--- config.mk ---
export PLATFORM = sky130hd
export DESIGN_NAME = hazard_ctrl
export DESIGN_NICKNAME = d
export VERILOG_FILES = /design/src/rtl/hazard_pkg.sv /design/src/rtl/hazard_ctrl_fwd_unit.sv /design/src/rtl/hazard_ctrl.sv
export SDC_FILE = /design/constraint.sdc
export NUM_CORES = 1
export LEC_CHECK = 0
export ABC_AREA = 1
export BUFFER_PORTS_ARGS = -buffer_cell sky130_fd_sc_hd__buf_2
export CORE_ASPECT_RATIO = 1.4
export CORE_MARGIN = 4
export CORE_UTILIZATION = 49
export DETAILED_ROUTE_END_ITERATION = 12
export HOLD_SLACK_MARGIN = 0.08
export PLACE_DENSITY = 0.76
export SLEW_MARGIN = 20
export SYNTH_ARGS = -nofsm -noshare
export SYNTH_HDL_FRONTEND = slang
export SYNTH_SLANG_ARGS = --single-unit
--- constraint.sdc ---
create_clock -name clk -period 1.7 [get_ports clk]
set_clock_uncertainty 0.1 [all_clocks]
set_input_delay 0.34 -clock clk [delete_from_list [all_inputs] [get_ports clk]]
set_output_delay 0.34 -clock clk [all_outputs]
set_load 0.03 [all_outputs]
--- src/rtl/hazard_pkg.sv ---
// Shared types and constants for the pipeline hazard controller.
package hazard_pkg;

  typedef enum logic [1:0] {
    RUN      = 2'd0,
    MD_WAIT  = 2'd1,
    MEM_WAIT = 2'd2
  } hz_state_t;

  localparam logic [1:0] FWD_REG = 2'b00;
  localparam logic [1:0] FWD_W   = 2'b01;
  localparam logic [1:0] FWD_M   = 2'b10;

endpackage

--- src/rtl/hazard_ctrl_fwd_unit.sv ---
// Forwarding select for one E-stage operand. M beats W; x0 never forwards.
module fwd_unit
  import hazard_pkg::*;
#(
  parameter int REG_ADDR_W = 5
) (
  input  logic [REG_ADDR_W-1:0] rs,
  input  logic [REG_ADDR_W-1:0] rdM,
  input  logic                  regwriteM,
  input  logic [REG_ADDR_W-1:0] rdW,
  input  logic                  regwriteW,
  output logic [1:0]            fwd
);

  // priority select: youngest producer (M) wins
  always_comb begin
    fwd = FWD_REG;
    if (regwriteM && (rdM != '0) && (rdM == rs))      fwd = FWD_M;
    else if (regwriteW && (rdW != '0) && (rdW == rs)) fwd = FWD_W;
  end

endmodule

--- src/rtl/hazard_ctrl.sv ---
// Pipeline hazard controller: load-use, branch flush, mul/div occupancy,
// D-cache miss wait, forwarding selects and stall/flush perf counters.
module hazard_ctrl
  import hazard_pkg::*;
#(
  parameter int WIDTH       = 32,
  parameter int REG_ADDR_W  = 5,
  parameter int DIV_LATENCY = 4
) (
  input  logic                  clk,
  input  logic                  rst_n,
  input  logic [REG_ADDR_W-1:0] rs1D,
  input  logic [REG_ADDR_W-1:0] rs2D,
  input  logic [REG_ADDR_W-1:0] rs1E,
  input  logic [REG_ADDR_W-1:0] rs2E,
  input  logic [REG_ADDR_W-1:0] rdE,
  input  logic [REG_ADDR_W-1:0] rdM,
  input  logic [REG_ADDR_W-1:0] rdW,
  input  logic                  loadE,
  input  logic                  regwriteM,
  input  logic                  regwriteW,
  input  logic                  pcsrcE,
  input  logic                  mdE,
  input  logic                  dmissM,
  input  logic                  dreadyM,
  output logic [1:0]            forwardAE,
  output logic [1:0]            forwardBE,
  output logic                  stallF,
  output logic                  stallD,
  output logic                  stallE,
  output logic                  stallM,
  output logic                  flushD,
  output logic                  flushE,
  output logic                  flushM,
  output logic                  flushW,
  output logic [WIDTH-1:0]      stall_cnt,
  output logic [WIDTH-1:0]      flush_cnt
);

  localparam int MDW = $clog2(DIV_LATENCY + 1);
  // first MD_WAIT count; RUN already spends one stall cycle on the op
  localparam logic [MDW-1:0] MD_LOAD = (DIV_LATENCY > 1) ? MDW'(DIV_LATENCY - 2) : '0;

  hz_state_t      state, state_nxt;
  logic [MDW-1:0] md_cnt, md_nxt;
  logic           lu;
  logic [1:0]     fa, fb;

  fwd_unit #(.REG_ADDR_W(REG_ADDR_W)) u_fwd_a (
    .rs(rs1E), .rdM(rdM), .regwriteM(regwriteM), .rdW(rdW), .regwriteW(regwriteW), .fwd(fa)
  );
  fwd_unit #(.REG_ADDR_W(REG_ADDR_W)) u_fwd_b (
    .rs(rs2E), .rdM(rdM), .regwriteM(regwriteM), .rdW(rdW), .regwriteW(regwriteW), .fwd(fb)
  );

  // selects are forced to register path while the pipeline is being cleared
  assign forwardAE = rst_n ? fa : FWD_REG;
  assign forwardBE = rst_n ? fb : FWD_REG;

  assign lu = loadE && (rdE != '0) && ((rdE == rs1D) || (rdE == rs2D));

  // stall/flush decode and next-state; no added latency
  always_comb begin
    stallF = 1'b0; stallD = 1'b0; stallE = 1'b0; stallM = 1'b0;
    flushD = 1'b0; flushE = 1'b0; flushM = 1'b0; flushW = 1'b0;
    state_nxt = state;
    md_nxt    = md_cnt;
    if (!rst_n) begin
      // pipeline registers have no reset of their own, so bubble everything
      flushD = 1'b1; flushE = 1'b1; flushM = 1'b1; flushW = 1'b1;
      state_nxt = RUN;
      md_nxt    = '0;
    end else begin
      unique case (state)
        RUN: begin
          if (dmissM) begin
            stallF = 1'b1; stallD = 1'b1; stallE = 1'b1; stallM = 1'b1; flushW = 1'b1;
            state_nxt = MEM_WAIT;
          end else if (mdE && (DIV_LATENCY > 1)) begin
            stallF = 1'b1; stallD = 1'b1; stallE = 1'b1; flushM = 1'b1;
            md_nxt    = MD_LOAD;
            state_nxt = MD_WAIT;
          end else if (pcsrcE) begin
            flushD = 1'b1; flushE = 1'b1;
          end else if (lu) begin
            stallF = 1'b1; stallD = 1'b1; flushE = 1'b1;
          end
        end
        MEM_WAIT: begin
          if (!dreadyM) begin
            stallF = 1'b1; stallD = 1'b1; stallE = 1'b1; stallM = 1'b1; flushW = 1'b1;
          end else begin
            // release cycle: M advances, held branch/load-use now act
            if (pcsrcE) begin
              flushD = 1'b1; flushE = 1'b1;
            end else if (lu) begin
              stallF = 1'b1; stallD = 1'b1; flushE = 1'b1;
            end
            state_nxt = RUN;
          end
        end
        MD_WAIT: begin
          // M only carries bubbles here, so a miss cannot be pending
          if (md_cnt != '0) begin
            stallF = 1'b1; stallD = 1'b1; stallE = 1'b1; flushM = 1'b1;
            md_nxt = md_cnt - MDW'(1);
          end else begin
            if (pcsrcE) begin
              flushD = 1'b1; flushE = 1'b1;
            end else if (lu) begin
              stallF = 1'b1; stallD = 1'b1; flushE = 1'b1;
            end
            state_nxt = RUN;
          end
        end
        default: state_nxt = RUN;
      endcase
    end
  end

  // state, mul/div countdown and perf counters
  always_ff @(posedge clk) begin
    if (!rst_n) begin
      state     <= RUN;
      md_cnt    <= '0;
      stall_cnt <= '0;
      flush_cnt <= '0;
    end else begin
      state  <= state_nxt;
      md_cnt <= md_nxt;
      if (stallF) stall_cnt <= stall_cnt + WIDTH'(1);
      if (flushD) flush_cnt <= flush_cnt + WIDTH'(1);
    end
  end

endmodule

==> impl_metrics.env, run 1 <==
export IMPL_synth_top_area_frac=0.291
export IMPL_n_fill_cell=531
export IMPL_antennaDiodeCount=0
export IMPL_critPathArrivalTime_ns=1.69
export IMPL_dp_cells=1085
export IMPL_ctsRootBufferMaster="clkbuf_16"
export IMPL_drive_gt1_frac=0.463
export IMPL_synth_compound_area_frac=0.0978
export IMPL_slowest_stage="dfxtp_2"
export IMPL_ys_seq_area_frac=0.291
export IMPL_num_rows=42
export IMPL_powerDensity_mw_per_mm2=624
export IMPL_viasPerCell=5.89
export IMPL_critical_path_max_fanout=2
export IMPL_cp_end_kind="output port"
export IMPL_max_slew_worst_pin_slew_ns=0.579
export IMPL_cp_data_required_time_ns=1.26
export IMPL_p_sw_frac=0.291
export IMPL_clockBufferDepth=2
export IMPL_hp_start="md_cnt[0]"
export IMPL_dpl_hpwl_um=11700
export IMPL_ys_ff_latch=69
export IMPL_cp_slowest_stage_delay_ns=0.33
export IMPL_grt_pass1_vias=5895
export IMPL_cts_tree="yes"
export IMPL_fin_tns_setup_ns=-13.37
export IMPL_cts_buffers=9
export IMPL_final_cell_mix="nand2_1, buf_4, buf_2"
export IMPL_synth_cell_type_count=40
export IMPL_intPower_mw=3.51
export IMPL_ant_nets=0
export IMPL_finalCritPeriodShare=1.25
export IMPL_gp_congestion=0.992
export IMPL_crit_path_cell_trace="inv_2 > ha_4 > inv_2 > nor2_1 > nand2_1 > nand3_2 > buf_4 > nand3_2 > nand2_8 > buf_6"
export IMPL_synth_fp_nets=821
export IMPL_p_leak_nw=3.53
export IMPL_io_buffers=119
export IMPL_drt_first_pass_iters=5
export IMPL_syn_avg_cell_area_um2=6.14
export IMPL_routed_top_layer="met4"
export IMPL_grt_start_max_net_pins=44
export IMPL_synthTopCellsByArea="dfxtp_1, nand2_1, nor2_1"
export IMPL_setup_slack_ns=-0.428
export IMPL_fin_hold_ws_ns=0.372
export IMPL_vias=6689
export IMPL_holdBufCountCts=0
export IMPL_clk_latency_ns=0.34
export IMPL_clock_sinks=69
export IMPL_nets=1069
export IMPL_hold_viol_final=0
export IMPL_setup_viol=72
export IMPL_grt_setup_unrepaired="yes"
export IMPL_path_delay_family="simple AND/OR/NAND/NOR gates"
export IMPL_pwr_share_comb=0.239
export IMPL_drt_met1_wl_um=7210
export IMPL_final_area_mm2=0.00794
export IMPL_pin_count=120
export IMPL_clock_power_share=0.425
export IMPL_dr_wl_met2_um=10900
export IMPL_timing_rr_start="md_cnt[0]"
export IMPL_yosys_area_top_type="dfxtp_1"
export IMPL_total_power_mw=4.95
export IMPL_drc=0
export IMPL_die_h_um=124
export IMPL_maxSlewHeadroom=0.614
export IMPL_synth_ff_type="dfxtp_1"
export IMPL_start_util=0.502
export IMPL_area_delta_synth_final_pct=67.2
export IMPL_muxShareOfSynthArea=0
export IMPL_cap_violations=0
export IMPL_crit_type="flip-flop to output port"
export IMPL_p_sw_mw=1.44
export IMPL_period_minus_slack_ns=2.13
export IMPL_clkTransAtPathRegs_ns=0.06
export IMPL_placed_cell_area_mm2=0.00628
export IMPL_synth_top_family_by_area="simple AND/OR/NAND/NOR gates"
export IMPL_synthXorXnorAreaFrac=0.0793
export IMPL_antenna_found_initial=0
export IMPL_fmax_mhz=470
export IMPL_yosysWarnings=0
export IMPL_start_kind="flip-flop"
export IMPL_grt_pass1_wl_um=26500
export IMPL_peakVddDrop_mv=0.535
export IMPL_pre_cts_ws_ns=-0.248
export IMPL_track_usage=0.285
export IMPL_wl_um=21400
export IMPL_syn_inst=773
export IMPL_die_w_um=91.2
export IMPL_core_mm2=0.00946
export IMPL_pwr_share_seq=0.337
export IMPL_synth_async_reset_ratio=0
export IMPL_h_tree_depth=3
export IMPL_dieArea_mm2=0.0113
export IMPL_final_common_cell="nand2_1"
export IMPL_overflow=0
export IMPL_path_buf_inv=4
export IMPL_finalMaxSlewViolations=0
export IMPL_yosys_area_share_adder=0.0105
export IMPL_synth_simple_area_share=0.440
export IMPL_drt_initial_drc_count=534
export IMPL_layout_cells_non_filler=1136
export IMPL_syn_area_mm2=0.00475
export IMPL_status="finished, violations left"
export IMPL_wl_per_cell_um=18.8
export IMPL_synth_edf_count=0
export IMPL_hold_class="flip-flop to flip-flop"
export IMPL_utilization=0.839
export IMPL_dr_wl_met3_um=1540
export IMPL_failed_checks="negative setup slack"
export IMPL_cp_startpoint="md_cnt[0]"
[layout make-up]
cell class / count / area (um^2) / share of cell area
Multi-Input combinational cell: 608 / 3730 / 0.470
Clock buffer: 11 / 243 / 0.0306
Timing Repair Buffer: 259 / 2030 / 0.256
Inverter: 74 / 287 / 0.0361
Tap cell: 110 / 138 / 0.0173
Clock inverter: 5 / 81.3 / 0.0102
Sequential cell: 69 / 1430 / 0.180
[synth_stat cells (5+ instances only)]
library cell / count
o21ai_1: 9
nand3_1: 61
nand2_1: 247
clkbuf_1: 8
dfxtp_1: 69
o21ai_0: 8
nor3_2: 5
nor3_1: 28
nor2_1: 86
nand4_1: 12
inv_1: 62
inv_2: 12
buf_2: 9
a21oi_1: 63
xor2_1: 28
nand3b_1: 11
xnor2_1: 15
[layer usage]
layer	GRT usage	vias up
met2	0.526	452
met3	0.0592	169
met4	0.167	0
met1	0.289	3066
li1	-	3002
met5	0	-
[power groups by stage]
stage                     Sequential (mW)  Clock, mW  Combinational [mW]
final                                1.67       2.10                1.18
after global routing                 1.67       2.17                1.23
after CTS                            1.66       2.08               0.837
after detailed placement             1.69          0               0.690
after global placement               1.69          0               0.679
after floorplan                      1.72          0               0.380
[registers in the layout (all words and copies together), names as in the netlist]
register,cells
flush_cnt,32
stall_cnt,32
md_cnt,3
state,2
[cells by family after synthesis]
family	count (synthesis)
and+or+nand+nor	473
DFF	69
xor gates and xnor gates	43
AOI/OAI and AO/OA	88
adders and majority gates	4
buffers and inverters	96
[worst paths after layout]
kind / end / slack (ns) / depth (start not counted)
setup / recovery: flushE / -0.43 / 10
hold / removal: md_cnt[0] / 0.37 / 2
hold reg to reg: md_cnt[0] / 0.37 / 2
setup reg to reg: stall_cnt[30] / -0.28 / 14
[tightest hold or removal path, cell delays in order (launching register included)]
cell and delay, ns:
dfxtp_2 0.33, nand2_1 0.06, a21oi_1 0.05
[timing repair]
| action | 4_1_cts | 5_1_grt |
|---|---|---|
| pin swaps | 31 | 47 |
| resized for setup | 81 | 186 |
| endpoints found under the setup margin | 53 | 77 |
| cloned | 1 | 5 |
| hold endpoints to repair | 0 | 0 |
| buffers inserted | 15 | 17 |
(Power assumes the default switching activity.)
==> inputs of run 2 (changes only) <==
- CAP_MARGIN: unset -> 40
- SKIP_CTS_REPAIR_TIMING: unset -> 1
==> run 2 against run 1 <==
The run still ends with negative setup slack left. Total power is 7.1% lower. Sequential share of layout area is 1.3 points higher. Count of clock-buffer cells in the layout stayed put. Clock power hardly changed. Worst setup slack better by 0.066 ns. First-iteration DRC count is 20% lower.
==> impl_metrics.env, run 2 (synthesized netlist as in run 1, its figures left out) <==
export IMPL_finalMaxSlewViolations=0
export IMPL_pin_count=120
export IMPL_p_leak_nw=3.30
export IMPL_clkTransAtPathRegs_ns=0.06
export IMPL_drc=0
export IMPL_reg2reg_to="flush_cnt[14]"
export IMPL_area_delta_synth_final_pct=56.0
export IMPL_hold_class="input pin to flip-flop"
export IMPL_track_usage=0.261
export IMPL_hold_viol_final=0
export IMPL_path_delay_family="buffers and inverters"
export IMPL_grt_setup_unrepaired="yes"
export IMPL_timing_rr_start="md_cnt[1]"
export IMPL_die_h_um=124
export IMPL_fin_tns_setup_ns=-4.92
export IMPL_dpl_hpwl_um=11700
export IMPL_antennaDiodeCount=0
export IMPL_failed_checks="negative setup slack"
export IMPL_dp_cells=1085
export IMPL_gp_congestion=0.992
export IMPL_io_buffers=119
export IMPL_drt_initial_drc_count=429
export IMPL_final_common_cell="nand2_1"
export IMPL_setup_viol=27
export IMPL_status="finished, violations left"
export IMPL_clk_latency_ns=0.34
export IMPL_final_area_mm2=0.00740
export IMPL_crit_end="stallD"
export IMPL_maxSlewHeadroom=0.679
export IMPL_path_buf_inv=4
export IMPL_cts_tree="yes"
export IMPL_cp_startpoint="md_cnt[1]"
export IMPL_drt_first_pass_iters=5
export IMPL_fmax_mhz=485
export IMPL_placed_cell_area_mm2=0.00628
export IMPL_reg_top3="flush_cnt x32, stall_cnt x32, md_cnt x3"
export IMPL_powerDensity_mw_per_mm2=622
export IMPL_wl_per_cell_um=15.3
export IMPL_layout_cells_non_filler=1121
export IMPL_total_power_mw=4.60
export IMPL_critPathArrivalTime_ns=1.62
export IMPL_setup_slack_ns=-0.362
export IMPL_grt_pass1_vias=5565
export IMPL_ant_nets=0
export IMPL_cp_slowest_stage_delay_ns=0.32
export IMPL_ctsRootBufferMaster="clkbuf_16"
export IMPL_vias=6100
export IMPL_regArea_mm2=0.00143
export IMPL_wl_um=17100
export IMPL_multi_input_area_mm2=0.00351
export IMPL_n_fill_cell=657
export IMPL_critical_path_max_fanout=5
export IMPL_viasPerCell=5.44
export IMPL_crit_path_cell_trace="inv_2 > ha_4 > inv_2 > o21ai_4 > o211a_4 > nand2_4 > nand2_8 > clkinvlp_4 > buf_6"
export IMPL_r2r_slack_ns=-0.24
export IMPL_clockBufferDepth=2
export IMPL_num_rows=42
export IMPL_start_kind="flip-flop"
export IMPL_overflow=0
export IMPL_grt_start_max_net_pins=44
export IMPL_peakVddDrop_mv=0.495
export IMPL_slowest_stage="dfxtp_2"
export IMPL_period_minus_slack_ns=2.06
export IMPL_cap_violations=0
export IMPL_cp_data_required_time_ns=1.26
export IMPL_utilization=0.783
export IMPL_h_tree_depth=3
export IMPL_final_cell_mix="nand2_1, buf_4, buf_2"
export IMPL_die_w_um=91.2
export IMPL_critPathMostFrequentCell="inv_2"
export IMPL_nets=1054
export IMPL_core_mm2=0.00946
export IMPL_crit_type="flip-flop to output port"
export IMPL_path_depth=9
export IMPL_clock_sinks=69
export IMPL_cts_buffers=9
export IMPL_dieArea_mm2=0.0113
export IMPL_max_slew_worst_pin_slew_ns=0.482
export IMPL_drive_gt1_frac=0.408
export IMPL_grt_pass1_wl_um=24500
export IMPL_cp_end_kind="output port"
export IMPL_antenna_found_initial=0
export IMPL_rr_worst_depth=14
export IMPL_finalCritPeriodShare=1.21
export IMPL_start_util=0.502
==> run 2: worst min-delay path by stage <==
stage                     startpoint           end  slack, ns  cells after the start
final                          rst_n     md_cnt[1]       0.36                      4
after global placement     md_cnt[0]     md_cnt[0]       0.36                      2
after floorplan            md_cnt[0]     md_cnt[0]       0.35                      2
after detailed placement   md_cnt[0]     md_cnt[0]       0.36                      2
after CTS                     pcsrcE  flush_cnt[0]       0.31                      4
after global routing           rst_n     md_cnt[1]       0.38                      4
==> run 2: tightest hold or removal path, delay by kind of cell <==
kind | cells | cell delay [ns]
buf+inv | 2 | 0.30
compound gates | 2 | 0.11
==> run 2: per-layer routing <==
| layer | track usage | wire [um] | share of wire |
|---|---|---|---|
| met1 | 0.274 | 6080 | 0.35 |
| met2 | 0.480 | 8880 | 0.52 |
| met3 | 0.0508 | 1050 | 0.061 |
| met4 | 0.144 | 1150 | 0.067 |
| met5 | 0 | 0 | 0 |
==> run 2: area by class of cell <==
| type | count | share of cell area |
|---|---|---|
| clock buffers | 11 | 0.0328 |
| clock inverters | 5 | 0.0110 |
| inverters | 74 | 0.0384 |
| multi-input cells | 608 | 0.474 |
| flip-flops and latches | 69 | 0.193 |
| well taps | 110 | 0.0186 |
| repair buffers | 244 | 0.233 |
==> run 2: report_power, final <==
| part | switching [mW] | leakage [nW] | internal (mW) |
|---|---|---|---|
| sequential | 0.0263 | 0.570 | 1.64 |
| clock | 0.742 | 0.161 | 1.33 |
| combinational | 0.496 | 2.57 | 0.373 |
==> run 2: through the flow <==
stage,setup WS (ns),hold WS (ns)
2_1_floorplan,-0.272,0.349
3_3_place_gp,-0.215,0.360
3_5_place_dp,-0.248,0.362
4_1_cts,-0.498,0.312
5_1_grt,-0.445,0.376
6_report,-0.362,0.357
==> inputs of run 3 (changes only) <==
- BUFFER_PORTS_ARGS: -buffer_cell sky130_fd_sc_hd__buf_2 -> -buffer_cell sky130_fd_sc_hd__buf_4
- CORE_MARGIN: 4 -> 2
==> run 3 against run 2 <==
The flow still finishes with violations (negative setup slack). Flip-flop and latch count did not move. Critical path depth increased by 6. Sequential power barely moved. Core utilization up 4.3 points. Critical endpoint is now flush_cnt[15]. Worst setup slack worse by 0.075 ns. Wire length up 24%.
==> impl_metrics.env, run 3 (synthesized netlist as in run 1, its figures left out) <==
export IMPL_overflow=0
export IMPL_cts_tree="yes"
export IMPL_wl_um=21300
export IMPL_whs_path_depth=3
export IMPL_pwr_share_comb=0.206
export IMPL_critPathArrivalTime_ns=2.28
export IMPL_hold_viol_final=0
export IMPL_p_sw_mw=1.40
export IMPL_placed_cell_area_mm2=0.00666
export IMPL_area_delta_synth_final_pct=64.5
export IMPL_min_to="md_cnt[0]"
export IMPL_path_buf_inv=5
export IMPL_total_power_mw=4.75
export IMPL_finalCritPeriodShare=1.26
export IMPL_cts_buffers=9
export IMPL_critical_path_max_fanout=7
export IMPL_core_mm2=0.00946
export IMPL_grt_setup_unrepaired="yes"
export IMPL_reg2reg_to="flush_cnt[15]"
export IMPL_ctsRootBufferMaster="clkbuf_16"
export IMPL_maxSlewHeadroom=0.666
export IMPL_grt_pass1_vias=5877
export IMPL_r2r_slack_ns=-0.44
export IMPL_reg_top3="flush_cnt x32, stall_cnt x32, md_cnt x3"
export IMPL_setup_viol=43
export IMPL_drive_gt1_frac=0.426
export IMPL_start_kind="flip-flop"
export IMPL_fmax_mhz=468
export IMPL_pre_cts_ws_ns=-0.243
export IMPL_path_delay_family="simple AND/OR/NAND/NOR gates"
export IMPL_status="finished, violations left"
export IMPL_n_fill_cell=607
export IMPL_drt_initial_drc_count=491
export IMPL_crit_type="flip-flop to flip-flop"
export IMPL_die_w_um=87.2
export IMPL_period_minus_slack_ns=2.14
export IMPL_cap_violations=0
export IMPL_clkTransAtPathRegs_ns=0.06
export IMPL_nets=1067
export IMPL_p_sw_frac=0.295
export IMPL_failed_checks="negative setup slack"
export IMPL_critPathMostFrequentCell="nor2_1"
export IMPL_dpl_hpwl_um=12900
export IMPL_drt_met1_wl_um=7140
export IMPL_timing_rr_start="md_cnt[1]"
export IMPL_cp_data_required_time_ns=1.84
export IMPL_intPower_mw=3.35
export IMPL_fin_tns_setup_ns=-8.81
export IMPL_cp_end_kind="flip-flop"
export IMPL_max_slew_worst_pin_slew_ns=0.501
export IMPL_grt_start_max_net_pins=42
export IMPL_drt_first_pass_iters=6
export IMPL_dr_wl_met2_um=11200
export IMPL_gp_congestion=0.985
export IMPL_h_tree_depth=3
export IMPL_clk_latency_ns=0.34
export IMPL_final_cell_mix="nand2_1, buf_4, nor2_1"
export IMPL_hp_start="rst_n"
export IMPL_antennaDiodeCount=0
export IMPL_clockBufferDepth=2
export IMPL_dieArea_mm2=0.0105
export IMPL_drc=0
export IMPL_cp_slowest_stage_delay_ns=0.34
export IMPL_rr_worst_depth=15
export IMPL_finalMaxSlewViolations=0
export IMPL_clock_sinks=69
export IMPL_viasPerCell=5.81
export IMPL_track_usage=0.318
export IMPL_setup_slack_ns=-0.437
export IMPL_routed_top_layer="met4"
export IMPL_slowest_stage="dfxtp_2"
export IMPL_p_leak_nw=3.45
export IMPL_antenna_found_initial=0
export IMPL_vias=6589
export IMPL_hold_class="input pin to flip-flop"
export IMPL_dr_wl_met3_um=1360
export IMPL_fin_hold_ws_ns=0.250
export IMPL_grt_pass1_wl_um=26400
export IMPL_pwr_share_seq=0.350
export IMPL_powerDensity_mw_per_mm2=609
export IMPL_crit_path_cell_trace="inv_2 > ha_4 > inv_2 > nor2_1 > nand2_1 > nand3_2 > nand2_2 > nand2_4 > buf_4 > buf_8 > buf_4 > nand4_4 > nor2_1 > nor2_1 > a21oi_1"
export IMPL_start_util=0.502
export IMPL_num_rows=42
export IMPL_clock_power_share=0.444
export IMPL_ant_nets=0
export IMPL_final_area_mm2=0.00781
export IMPL_io_buffers=119
export IMPL_die_h_um=120
export IMPL_wl_per_cell_um=18.8
export IMPL_pin_count=120
export IMPL_peakVddDrop_mv=0.530
run 3: changes by cell type in the layout (fill, tap and decap cells not counted), sizes merged:
cell	delta
clkinvlp	+1
inv	-1
clkbuf	-2
clkinv	+2
buf	+13
run 3: worst max path at each step:
stage | cells after the start | slack, ns | start | endpoint
final | 15 | -0.44 | md_cnt[1] | flush_cnt[15]
after global routing | 15 | -0.50 | md_cnt[1] | flush_cnt[15]
after CTS | 9 | -0.51 | md_cnt[1] | stallD
after detailed placement | 7 | -0.24 | rs2E[2] | forwardBE[1]
after global placement | 9 | -0.18 | rdM[1] | forwardAE[0]
after floorplan | 10 | -0.27 | md_cnt[1] | stallF
run 3: final cells by class:
type | count | area (um^2) | share of cell area
Multi-Input combinational cell | 608 | 3560 | 0.456
Tap cell | 110 | 138 | 0.0176
Clock inverter | 7 | 98.8 | 0.0127
Timing Repair Buffer | 257 | 2080 | 0.266
Sequential cell | 69 | 1420 | 0.182
Clock buffer | 9 | 225 | 0.0288
Inverter | 74 | 287 | 0.0367
run 3: power by group through the flow:
stage / clock (mW) / combinational (mW) / sequential, mW
2_1_floorplan: 0 / 0.380 / 1.72
3_5_place_dp: 0 / 0.761 / 1.69
4_1_cts: 2.10 / 0.769 / 1.66
3_3_place_gp: 0 / 0.738 / 1.69
6_report: 2.11 / 0.982 / 1.66
5_1_grt: 2.17 / 1.02 / 1.66
run 3: through the flow:
step,cells,util
6_report,1134,0.826
5_1_grt,1134,0.826
4_1_cts,1111,0.738
3_5_place_dp,1095,0.704
3_3_place_gp,1095,0.704
2_1_floorplan,773,-
run 3: per-layer routing:
layer | track usage | up-vias
li1 | - | 2991
met1 | 0.318 | 3072
met2 | 0.606 | 380
met3 | 0.0471 | 146
met4 | 0.177 | 0
met5 | 0 | -
run 3: tightest hold or removal path, stage by stage:
cell and delay [ns]:
buf_4 0.16, nand2_1 0.10, a21oi_1 0.05
